===== src/rtl/audio_dac_tx_if.sv =====
// Sample stream from the playback logic into the DAC transmitter.
// The master drives data/valid; the slave returns ready.
interface audio_dac_tx_if;
  logic [15:0] sample_data;
  logic        sample_valid;
  logic        sample_ready;

  modport master (output sample_data, output sample_valid, input sample_ready);
  modport slave  (input sample_data, input sample_valid, output sample_ready);
endinterface


===== src/rtl/audio_dac_tx.sv =====
// Serial DAC transmitter: buffers one 12-bit sample and, on every sample tick,
// shifts a 16-bit SPI-style frame (sync_n/sclk/din) out to a DAC121S101-class part.
module audio_dac_tx #(
  parameter int unsigned CLK_DIV       = 2,
  parameter int unsigned SAMPLE_PERIOD = 2268
) (
  input  logic                 clk,
  input  logic                 reset,
  input  logic                 enable,
  audio_dac_tx_if.slave        smp,
  output logic                 dac_sync_n,
  output logic                 dac_sclk,
  output logic                 dac_din,
  output logic                 busy,
  output logic                 underrun
);

  localparam int unsigned CNT_W = (SAMPLE_PERIOD > 1) ? $clog2(SAMPLE_PERIOD) : 1;
  localparam int unsigned DIV_W = $clog2(2 * CLK_DIV);
  localparam logic [CNT_W-1:0] CNT_LAST = CNT_W'(SAMPLE_PERIOD - 1);
  localparam logic [DIV_W-1:0] DIV_LAST = DIV_W'(2 * CLK_DIV - 1);
  localparam logic [DIV_W-1:0] DIV_HIGH = DIV_W'(CLK_DIV);

  typedef enum logic [1:0] {
    ST_IDLE,
    ST_SHIFT,
    ST_GAP
  } state_e;

  state_e           state_q, state_d;
  logic [CNT_W-1:0] cnt_q, cnt_d;
  logic [DIV_W-1:0] div_q, div_d;
  logic [3:0]       bit_q, bit_d;
  logic [15:0]      shreg_q, shreg_d;
  logic [11:0]      buf_q, buf_d;
  logic [11:0]      last_q, last_d;
  logic             full_q, full_d;
  logic             ready_q, ready_d;
  logic             sync_n_q, sync_n_d;
  logic             sclk_q, sclk_d;
  logic             din_q, din_d;

  logic             tick;
  logic             xfer;
  logic             idle_tick;
  logic [11:0]      word;
  logic             unused_hi;

  assign unused_hi = ^smp.sample_data[15:12];

  always_comb begin
    state_d  = state_q;
    cnt_d    = cnt_q;
    div_d    = div_q;
    bit_d    = bit_q;
    shreg_d  = shreg_q;
    buf_d    = buf_q;
    last_d   = last_q;
    full_d   = full_q;
    sync_n_d = sync_n_q;
    sclk_d   = sclk_q;
    din_d    = din_q;
    word     = last_q;

    tick      = enable && (cnt_q == CNT_LAST);
    xfer      = smp.sample_valid && !full_q;
    idle_tick = tick && (state_q == ST_IDLE);
    underrun  = idle_tick && !full_q && !reset;

    cnt_d = enable ? (tick ? '0 : cnt_q + CNT_W'(1)) : '0;

    // A tick with an empty buffer resends last_sample; a same-cycle transfer
    // is only captured for the following tick.
    if (xfer) begin
      buf_d  = smp.sample_data[11:0];
      full_d = 1'b1;
    end

    case (state_q)
      ST_IDLE: begin
        if (idle_tick) begin
          if (full_q) begin
            word   = buf_q;
            last_d = buf_q;
            full_d = 1'b0;
          end
          shreg_d  = {4'b0000, word};
          state_d  = ST_SHIFT;
          bit_d    = '0;
          div_d    = '0;
          sync_n_d = 1'b0;
          sclk_d   = 1'b1;
          din_d    = shreg_d[15];
        end
      end
      ST_SHIFT: begin
        if (div_q == DIV_LAST) begin
          div_d  = '0;
          sclk_d = 1'b1;
          if (bit_q == 4'd15) begin
            state_d  = ST_GAP;
            sync_n_d = 1'b1;
            din_d    = 1'b0;
          end else begin
            bit_d   = bit_q + 4'd1;
            shreg_d = shreg_q << 1;
            din_d   = shreg_q[14];
          end
        end else begin
          div_d  = div_q + DIV_W'(1);
          sclk_d = (div_d < DIV_HIGH);
        end
      end
      ST_GAP: begin
        state_d = ST_IDLE;
      end
      default: begin
        state_d = ST_IDLE;
      end
    endcase

    ready_d = !full_d;
  end

  always_ff @(posedge clk) begin
    if (reset) begin
      state_q  <= ST_IDLE;
      cnt_q    <= '0;
      div_q    <= '0;
      bit_q    <= '0;
      shreg_q  <= '0;
      buf_q    <= '0;
      last_q   <= 12'h800;
      full_q   <= 1'b0;
      ready_q  <= 1'b1;
      sync_n_q <= 1'b1;
      sclk_q   <= 1'b1;
      din_q    <= 1'b0;
    end else begin
      state_q  <= state_d;
      cnt_q    <= cnt_d;
      div_q    <= div_d;
      bit_q    <= bit_d;
      shreg_q  <= shreg_d;
      buf_q    <= buf_d;
      last_q   <= last_d;
      full_q   <= full_d;
      ready_q  <= ready_d;
      sync_n_q <= sync_n_d;
      sclk_q   <= sclk_d;
      din_q    <= din_d;
    end
  end

  assign smp.sample_ready = ready_q;
  assign dac_sync_n       = sync_n_q;
  assign dac_sclk         = sclk_q;
  assign dac_din          = din_q;
  assign busy             = (state_q != ST_IDLE);

endmodule

===== src/flat_wrapper.sv =====
// flat-port wrapper written by rule: the top's interface ports become plain ports
module audio_dac_tx_flat 
#(
  parameter int unsigned CLK_DIV       = 2,
  parameter int unsigned SAMPLE_PERIOD = 2268
)
  (clk, reset, enable, dac_sync_n, dac_sclk, dac_din, busy, underrun, smp_sample_data, smp_sample_valid, smp_sample_ready);
  audio_dac_tx_if smp_i ();
  input  logic clk;
  input  logic reset;
  input  logic enable;
  output logic dac_sync_n;
  output logic dac_sclk;
  output logic dac_din;
  output logic busy;
  output logic underrun;
  input wire logic [$bits(smp_i.sample_data)-1:0] smp_sample_data;
  input wire logic [$bits(smp_i.sample_valid)-1:0] smp_sample_valid;
  output wire logic [$bits(smp_i.sample_ready)-1:0] smp_sample_ready;
  assign smp_i.sample_data = smp_sample_data;
  assign smp_i.sample_valid = smp_sample_valid;
  assign smp_sample_ready = smp_i.sample_ready;
  audio_dac_tx #(.CLK_DIV(CLK_DIV), .SAMPLE_PERIOD(SAMPLE_PERIOD)) u_core (.clk(clk), .reset(reset), .enable(enable), .smp(smp_i), .dac_sync_n(dac_sync_n), .dac_sclk(dac_sclk), .dac_din(dac_din), .busy(busy), .underrun(underrun));
endmodule

===== config.mk =====
export PLATFORM = sky130hd
export DESIGN_NAME = audio_dac_tx_flat
export DESIGN_NICKNAME = d
export VERILOG_FILES = /design/src/rtl/audio_dac_tx_if.sv /design/src/rtl/audio_dac_tx.sv /design/src/flat_wrapper.sv
export SDC_FILE = /design/constraint.sdc
export NUM_CORES = 1
export LEC_CHECK = 0
export CAP_MARGIN = 5
export CORE_MARGIN = 5
export CORE_UTILIZATION = 50
export CTS_BUF_LIST = sky130_fd_sc_hd__clkbuf_2
export DETAILED_ROUTE_END_ITERATION = 10
export GPL_ROUTABILITY_DRIVEN = 0
export PLACE_DENSITY = 0.71
export SYNTH_ARGS = -nofsm -noshare
export SYNTH_HDL_FRONTEND = slang
export SYNTH_SLANG_ARGS = --single-unit

===== constraint.sdc =====
create_clock -name clk -period 3.2 [get_ports clk]
set_clock_uncertainty 0.05 [all_clocks]
set_input_delay 0.32 -clock clk [delete_from_list [all_inputs] [get_ports clk]]
set_output_delay 0.32 -clock clk [all_outputs]
set_load 0.01 [all_outputs]

==> results of run 1 <==
synthesized netlist by cell type, types with 3 or more instances:
cell type | number | area, µm²
and4_1 | 3 | 26.3
dfxtp_1 | 64 | 1280
nand3b_1 | 4 | 30.0
buf_2 | 3 | 15.0
nand2_1 | 44 | 165
xor2_1 | 9 | 78.8
nor2_1 | 30 | 113
clkbuf_1 | 14 | 52.6
inv_1 | 4 | 15.0
nand3_1 | 25 | 125
a21oi_1 | 32 | 160
nor3_1 | 5 | 25.0
nand4_1 | 6 | 37.5
o221ai_1 | 11 | 96.3
ha_1 | 3 | 37.5
mux2i_1 | 22 | 220
stage by stage:
| stage | util, % | hold WS, ns | cell area, µm² | worst slack [ns] | total power, mW |
|---|---|---|---|---|---|
| floorplan | - | 0.363 | 2740 | 1.36 | 0.877 |
| global placement | 55.0 | 0.372 | 2970 | 0.699 | 0.905 |
| detailed placement | 55.0 | 0.386 | 2970 | 0.702 | 0.907 |
| CTS | 56.9 | 0.129 | 3070 | 0.286 | 1.35 |
| global route | 56.9 | 0.127 | 3070 | 0.161 | 1.39 |
| finish | 56.9 | 0.190 | 3070 | 0.407 | 1.33 |
logic make-up after synthesis:
family / after synthesis / share of synthesized area, %
AOI/OAI and AO/OA: 51 / 11.8
DFF: 64 / 46.7
adders and majority gates: 3 / 1.37
buffers and inverters: 26 / 4.38
muxes: 23 / 8.44
xor gates and xnor gates: 10 / 3.19
and+or+nand+nor: 133 / 24.1
power by group through the flow:
stage | sequential (mW) | clock (mW) | combinational, mW
floorplan | 0.832 | 0 | 0.0449
global placement | 0.836 | 0 | 0.0695
detailed placement | 0.837 | 0 | 0.0702
CTS | 0.820 | 0.462 | 0.0705
global route | 0.822 | 0.494 | 0.0773
finish | 0.819 | 0.445 | 0.0693
worst min path at each step:
stage / start / endpoint / slack (ns) / depth (start not counted)
2_1_floorplan: u_core.cnt_q[0] / u_core.cnt_q[0] / 0.36 / 1
3_3_place_gp: u_core.cnt_q[0] / u_core.cnt_q[0] / 0.37 / 1
3_5_place_dp: u_core.cnt_q[0] / u_core.cnt_q[0] / 0.39 / 1
4_1_cts: reset / u_core.last_q[4] / 0.13 / 2
5_1_grt: reset / u_core.last_q[4] / 0.13 / 2
6_report: reset / u_core.last_q[2] / 0.19 / 2
registers in the layout, summed over array words and instances (netlist names):
register                 cells
u_core.shreg_q              15
u_core.buf_q                12
u_core.cnt_q                12
u_core.last_q               12
u_core.bit_q                 4
u_core.div_q                 2
u_core.state_q               2
u_core.dac_din               1
u_core.dac_sclk              1
u_core.dac_sync_n            1
u_core.full_q                1
u_core.smp.sample_ready      1
worst reg2reg max path: cells and delay by family (launching register included):
kind,cells,cell delay (ns)
and+or+nand+nor,4,1.01
DFF,1,0.35
adders and majority gates,1,0.28
area by class of cell:
class	count	area [µm²]	share of cell area (%)
multi-input combinational	220	1340	43.6
sequential	64	1280	41.7
timing repair buffer	26	243	7.90
tap	72	90.1	2.93
clock buffer	11	55.1	1.79
clock inverter	5	47.5	1.55
inverter	4	15.0	0.489
metal layers:
metal,vias to the layer above,wire (µm)
li1,1121,-
met1,988,2320
met5,-,0
met2,48,2530
met3,5,281
met4,0,63
==> metrics.txt, run 1 <==
Rows=27; Tot GR Track Use=15.2%; Synth Flop Type=dfxtp_1; crit-path max cell delay=0.61 ns; clock transition at the registers of the reported paths=0.16 ns; DPL Wire Length=3.57 mm; CTS Buffer Depth=2; antenna diode count=0; clock share of power=33.4%; worst path bufs/invs=1; area delta synth->final=12.0%; initial antenna violation count=0; Post-CTS Resized=0; crit path from=u_core.cnt_q[0]; chip height=84.1 µm; number of global-route vias before repair=2,033; CTS tree=yes; Synth warnings=0; wire per inst=12.9 µm; Max Cap Viol=0; slowest CP cell=clkdlybuf4s50_1; reg-to-reg setup timing slack=1.40 ns; Die ar.=7070 µm²; H-tree depth=3; DRT iter0 DRCs=100; post-synthesis register bit count=64; CTS Sinks=64; switch share=23.2%; fmax=0.358 GHz; Setup Fix Bufs, Post-CTS=0; pin count of the biggest net entering global routing=38; synthesized cell area=2740 µm²; switching pwr=0.310 mW; post-synthesis async set-or-reset flop share=0%; class of the tightest hold or removal check=primary input to flip-flop; RR Startpoint=u_core.cnt_q[0]; crit path capture=underrun; Worst path top cell family by delay=simple AND/OR/NAND/NOR gates; Non-Filler Instances=402; Avg Cell Area, Syn=8.85 µm²; setup tns final=0 ns; CTS root buffer=clkbuf_2; clk_lat worst skew=0.46 ns; Setup-failing EPs final=0; WP data arrival=2.42 ns; DRC viols=0; core outline area=5410 µm²; GR Overflow Total=0; nets@finish=348; outcome=finished clean; Leak=1.23 nW; CP Capture Type=output port; CP Class=flip-flop to output port; combinational share of power=5.2%; Post-synth EDFFs=0; vias post-DR=2,162; P_int=1.02 mW; worst slew pin tran=0.933 ns; M3 GR Usage=5.82%; library cells used by synthesis=39; leading cell type in the layout, fill and taps excluded=dfxtp_1; worst reg2reg path depth=5; CP Launch Type=flip-flop; pins over their slew limit=0; Seq/Total Area, Yosys=46.7%; Rel. slew slack=37.8%; GRT met2 Usage=26.7%; Placed Instances=386; Worst VDD drop=232 µV; RSZ-0062 raised after global routing=false; Port-buffer cells=21; CP Depth=5; first-pass GRT wire length=8.83 mm; layout cells sized above 1=7.58%; drt first pass iters=5; most frequent cells in the layout=dfxtp_1, nand2_1, a21oi_1; PD cells=434 nW/µm²; Crit Path Max Fanout=6; I/O Pins=26; drt total wl=5.19 mm; sequential power share=61.4%; drt via density=5.38; WP data required=2.83 ns; Most Crowded Layer GR=met2; Synth Instances=310; number of routed nets with antenna violations=0; fin crit share=87.3%; met1 Use GR=16.5%; Fin. Hold Viols=0; CP Cell Sequence=ha_1, and4bb_4, nand4_1, nor3_1, clkdlybuf4s50_1; Critical R2R Capture=u_core.smp.sample_ready; min Tclk post-route=2.79 ns; # fillers=529; post-cts hold buffer count=0; syn_nets=333; Starting Density=50.7%; TritonCTS buffer count=9; Horiz. Die Dim=84.1 µm
(Power assumes the default switching activity.)
==> run 2, diff against run 1 <==
--- a/config.mk
+++ b/config.mk
@@ -12,6 +12,7 @@
 export DETAILED_ROUTE_END_ITERATION = 10
 export GPL_ROUTABILITY_DRIVEN = 0
 export PLACE_DENSITY = 0.71
+export RECOVER_POWER = 50
 export SYNTH_ARGS = -nofsm -noshare
 export SYNTH_HDL_FRONTEND = slang
 export SYNTH_SLANG_ARGS = --single-unit
==> metrics.txt, run 2 (synthesis results as in run 1) <==
clk_lat worst skew=0.46 ns (about the same); TritonCTS buffer count=9 (unchanged); chip height=84.1 µm (unchanged); class of the tightest hold or removal check=primary input to flip-flop (unchanged); Setup Fix Bufs, Post-CTS=0 (unchanged); outcome=finished clean (unchanged); initial antenna violation count=0 (unchanged); H-tree depth=3 (unchanged); nets@finish=348 (unchanged); WP data required=2.83 ns (about the same); Rel. slew slack=37.6% (was 37.8%); clock transition at the registers of the reported paths=0.16 ns (about the same); Rows=27 (unchanged); met1 Use GR=16.5% (unchanged); RSZ-0062 raised after global routing=false (unchanged); dpl cell area=2970 µm² (unchanged); DRC viols=0 (unchanged); Worst VDD drop=232 µV (about the same); wire per inst=12.9 µm (about the same); core outline area=5410 µm² (unchanged); CTS Buffer Depth=2 (unchanged); Final Instance Area=3060 µm² (was 3070 µm²); GR Overflow Total=0 (unchanged); drt via density=5.40 (was 5.38); largest reg by FF count=u_core.shreg_q (unchanged); max FFs per register=15 (unchanged); Post-CTS Resized=0 (unchanged); post-cts hold buffer count=0 (unchanged); CTS tree=yes (unchanged); Most Crowded Layer GR=met2 (unchanged); drt first pass iters=4 (was 5); # fillers=530 (was 529); CP Capture Type=output port (unchanged); Leak=1.22 nW (was 1.23 nW); Starting Density=50.7% (unchanged); CTS root buffer=clkbuf_2 (unchanged); pin count of the biggest net entering global routing=38 (unchanged); CTS Sinks=64 (unchanged); Hold Startpoint=reset (unchanged); first-pass GRT wire length=8.83 mm (unchanged); leading cell type in the layout, fill and taps excluded=dfxtp_1 (unchanged); setup tns final=0 ns (unchanged); antenna diode count=0 (unchanged); Tot GR Track Use=15.2% (unchanged); pins over their slew limit=0 (unchanged); min Tclk post-route=2.79 ns (about the same); RR Startpoint=u_core.cnt_q[0] (unchanged); Fin. Hold Viols=0 (unchanged); WP data arrival=2.42 ns (about the same); DPL Wire Length=3.57 mm (unchanged); crit path from=u_core.cnt_q[0] (unchanged); layout cells sized above 1=6.67% (was 7.58%); area delta synth->final=11.6% (was 12.0%); number of routed nets with antenna violations=0 (unchanged); most frequent cells in the layout=dfxtp_1, nand2_1, a21oi_1 (unchanged); DRT iter0 DRCs=112 (was 100); PD cells=435 nW/µm² (was 434 nW/µm²); number of global-route vias before repair=2,033 (unchanged); worst slew pin tran=0.936 ns (was 0.933 ns); CP Class=flip-flop to output port (unchanged); M3 GR Usage=5.82% (unchanged); Max Cap Viol=0 (unchanged); Horiz. Die Dim=84.1 µm (unchanged); GRT met2 Usage=26.7% (unchanged); vias post-DR=2,171 (was 2,162); Setup-failing EPs final=0 (unchanged); drt total wl=5.19 mm (about the same); I/O Pins=26 (unchanged); fin crit share=87.0% (was 87.3%); Port-buffer cells=21 (unchanged); Die ar.=7070 µm² (unchanged); Crit Path Max Fanout=6 (unchanged); CP Launch Type=flip-flop (unchanged); fmax=0.359 GHz (was 0.358 GHz)
-- run 2: routing by layer --
metal / vias to the layer above / share of wire (%)
met4: 0 / 1.2
met2: 44 / 49
met3: 5 / 5.0
met1: 1002 / 45
li1: 1120 / -
met5: - / 0
-- run 2: stage by stage --
step	power, mW	hold WS (ns)	util (%)	setup WS (ns)	std cells
floorplan	0.877	0.363	-	1.36	310
global placement	0.905	0.372	55.0	0.699	386
detailed placement	0.907	0.386	55.0	0.702	386
CTS	1.35	0.129	56.9	0.286	402
global route	1.39	0.127	56.6	0.165	402
finish	1.33	0.185	56.6	0.415	402
-- run 2: power breakdown --
part / internal, mW / total, mW / switching, mW
sequential: 0.809 / 0.819 / 0.0104
clock: 0.180 / 0.443 / 0.263
combinational: 0.0344 / 0.0689 / 0.0345
total: 1.02 / 1.33 / 0.308
-- run 2: worst paths after layout --
kind                             to  slack [ns]  cells past startpoint
setup / recovery           underrun        0.41                      5
hold / removal     u_core.last_q[2]        0.19                      2
setup reg to reg  u_core.last_q[11]        1.10                      6
hold reg to reg     u_core.cnt_q[0]        0.40                      1
-- run 2: worst max-delay path, cell delays in order, from the launching register on --
cell             delay, ns
dfxtp_1               0.38
ha_1                  0.29
and4bb_4              0.29
nand4_1               0.11
nor3_1                0.29
clkdlybuf4s50_1       0.61
-- run 2: area by class of cell --
type / count / area, µm² / area share (%)
sequential: 64 / 1280 / 41.9
multi-input combinational: 220 / 1330 / 43.5
tap: 72 / 90.1 / 2.94
clock inverter: 5 / 47.5 / 1.55
clock buffer: 11 / 55.1 / 1.80
inverter: 4 / 15.0 / 0.491
timing repair buffer: 26 / 239 / 7.81
==> run 3, diff against run 2 <==
==> constraint.sdc (replaced) <==
create_clock -name clk -period 2.79 [get_ports clk]
set_clock_uncertainty 0.05 [all_clocks]
set_input_delay 0.279 -clock clk [delete_from_list [all_inputs] [get_ports clk]]
set_output_delay 0.279 -clock clk [all_outputs]
set_load 0.01 [all_outputs]
==> metrics.txt, run 3 (synthesis results as in run 1) <==
CTS Buffer Depth=2 (unchanged); # fillers=511 (was 530); CTS Sinks=64 (unchanged); clk_lat worst skew=0.47 ns (was 0.46 ns); number of global-route vias before repair=2,048 (was 2,033); Die ar.=7070 µm² (unchanged); Rows=27 (unchanged); CP Class=flip-flop to output port (unchanged); register area=1280 µm² (unchanged); fmax=0.381 GHz; antenna diode count=0 (unchanged); layout cells sized above 1=7.58% (was 6.67%); CTS root buffer=clkbuf_2 (unchanged); min Tclk post-route=2.62 ns; RSZ-0062 raised after global routing=false (unchanged); CP Cell Sequence=ha_2, and4bb_4, nand4_1, nor3_2, clkdlybuf4s50_1 (was ha_1, and4bb_4, nand4_1, nor3_1, clkdlybuf4s50_1); sequential power share=60.6% (was 61.5%); clock transition at the registers of the reported paths=0.17 ns (was 0.16 ns); area delta synth->final=12.0% (was 11.6%); CP Capture Type=output port (unchanged); Port-buffer cells=21 (unchanged); outcome=finished clean (unchanged); Worst path top cell family by delay=simple AND/OR/NAND/NOR gates (unchanged); Placed Instances=386 (unchanged); most frequent cells in the layout=dfxtp_1, nand2_1, a21oi_1 (unchanged); H-tree depth=3 (unchanged); drt total wl=5.26 mm (was 5.19 mm); largest reg by FF count=u_core.shreg_q (unchanged); pins over their slew limit=0 (unchanged); Worst VDD drop=438 µV (was 232 µV); GR Overflow Total=0 (unchanged); DRT iter0 DRCs=131 (was 112); DRC viols=0 (unchanged); clock share of power=34.0% (was 33.3%); Setup-failing EPs final=0 (unchanged); first-pass GRT wire length=8.93 mm (was 8.83 mm); DPL Wire Length=3.47 mm (was 3.57 mm); number of routed nets with antenna violations=0 (unchanged); Leak=1.23 nW (was 1.22 nW); WP data required=2.46 ns (was 2.83 ns); class of the tightest hold or removal check=primary input to flip-flop (unchanged); drt first pass iters=4 (unchanged); PD cells=503 nW/µm² (was 435 nW/µm²); Hold Worst Slack=0.283 ns (was 0.185 ns); Horiz. Die Dim=84.1 µm (unchanged); Worst Setup Slack, final=0.169 ns (was 0.415 ns); CTS tree=yes (unchanged); Design Power=1.55 mW (was 1.33 mW); switching pwr=0.372 mW (was 0.308 mW); Fin. Hold Viols=0 (unchanged); area of the multi-input gates=1350 µm² (was 1330 µm²); Max Cap Viol=0 (unchanged); I/O Pins=26 (unchanged); TritonCTS buffer count=9 (unchanged); Tot GR Track Use=15.3% (was 15.2%); setup tns final=0 ns (unchanged); core outline area=5410 µm² (unchanged); drt via density=5.37 (was 5.40); worst path bufs/invs=1 (unchanged); Starting Density=50.7% (unchanged); initial antenna violation count=0 (unchanged); nets@finish=348 (unchanged); pin count of the biggest net entering global routing=55 (was 38); combinational share of power=5.4% (was 5.2%); Crit Path Max Fanout=6 (unchanged); vias post-DR=2,158 (was 2,171); slowest CP cell=clkdlybuf4s50_1 (unchanged); WP data arrival=2.29 ns (was 2.42 ns); P_int=1.17 mW (was 1.02 mW); switch share=24.0% (was 23.1%); crit-path max cell delay=0.58 ns (was 0.61 ns); worst slew pin tran=1.03 ns (was 0.936 ns); dpl ws=0.387 ns (was 0.702 ns); leading cell type in the layout, fill and taps excluded=dfxtp_1 (unchanged); wire per inst=13.1 µm (was 12.9 µm); fin crit share=94.0%; chip height=84.1 µm (unchanged); Rel. slew slack=31.5% (was 37.6%); Non-Filler Instances=402 (unchanged); max FFs per register=15 (unchanged); CP Launch Type=flip-flop (unchanged)
[run 3: cell types whose count changed in the layout (fill, tap and decap cells not counted), sizes merged]
cell	change
clkdlybuf4s50	+2
dlygate4sd3	-2
buf	-1
clkbuf	+1
[run 3: stage by stage]
step           util (%)  instance area (µm²)
6_report           56.8                 3070
5_1_grt            56.8                 3070
4_1_cts            56.9                 3080
3_5_place_dp       55.0                 2970
3_3_place_gp       55.0                 2970
2_1_floorplan         -                 2740
[run 3: tightest hold or removal path: cells and delay by family]
family | cells | cell delay [ns]
simple gates | 1 | 0.05
compound gates | 1 | 0.05
buf+inv | 1 | 0.39
[run 3: cell type report]
cell class                 instances  area share (%)
sequential                        64            41.7
timing repair buffer              26            7.70
tap                               72            2.93
multi-input combinational        220            43.8
inverter                           4           0.489
clock buffer                      11            1.79
clock inverter                     5            1.55
[run 3: worst paths after layout]
kind / from / endpoint / slack, ns / depth (start not counted)
worst min-delay path: smp_sample_data[8] / u_core.buf_q[8] / 0.28 / 3
worst max register to register: u_core.full_q / u_core.last_q[11] / 0.43 / 5
worst max-delay path: u_core.cnt_q[0] / underrun / 0.17 / 5
worst min register to register: u_core.shreg_q[13] / u_core.shreg_q[14] / 0.39 / 2
[run 3: what timing repair did]
item / 4_1_cts / 5_1_grt
endpoints found under the setup margin: 1 / 1
hold buffers: 0 / 0
setup buffers: 0 / 0
gates resized for setup: 1 / 1
[run 3: power by group through the flow]
| stage | combinational (mW) | sequential, mW | clock [mW] |
|---|---|---|---|
| after floorplan | 0.0515 | 0.954 | 0 |
| after global placement | 0.0833 | 0.956 | 0 |
| after detailed placement | 0.0841 | 0.957 | 0 |
| after CTS | 0.0845 | 0.937 | 0.536 |
| after global routing | 0.0917 | 0.940 | 0.571 |
| final | 0.0830 | 0.937 | 0.526 |
[run 3: layer usage]
metal  global-route usage [%]  vias up  wire length, µm
li1                         -     1123                -
met1                     18.6      997             2540
met2                     25.5       36             2450
met3                     3.36        2              238
met4                     7.46        0               28
met5                        0        -                0
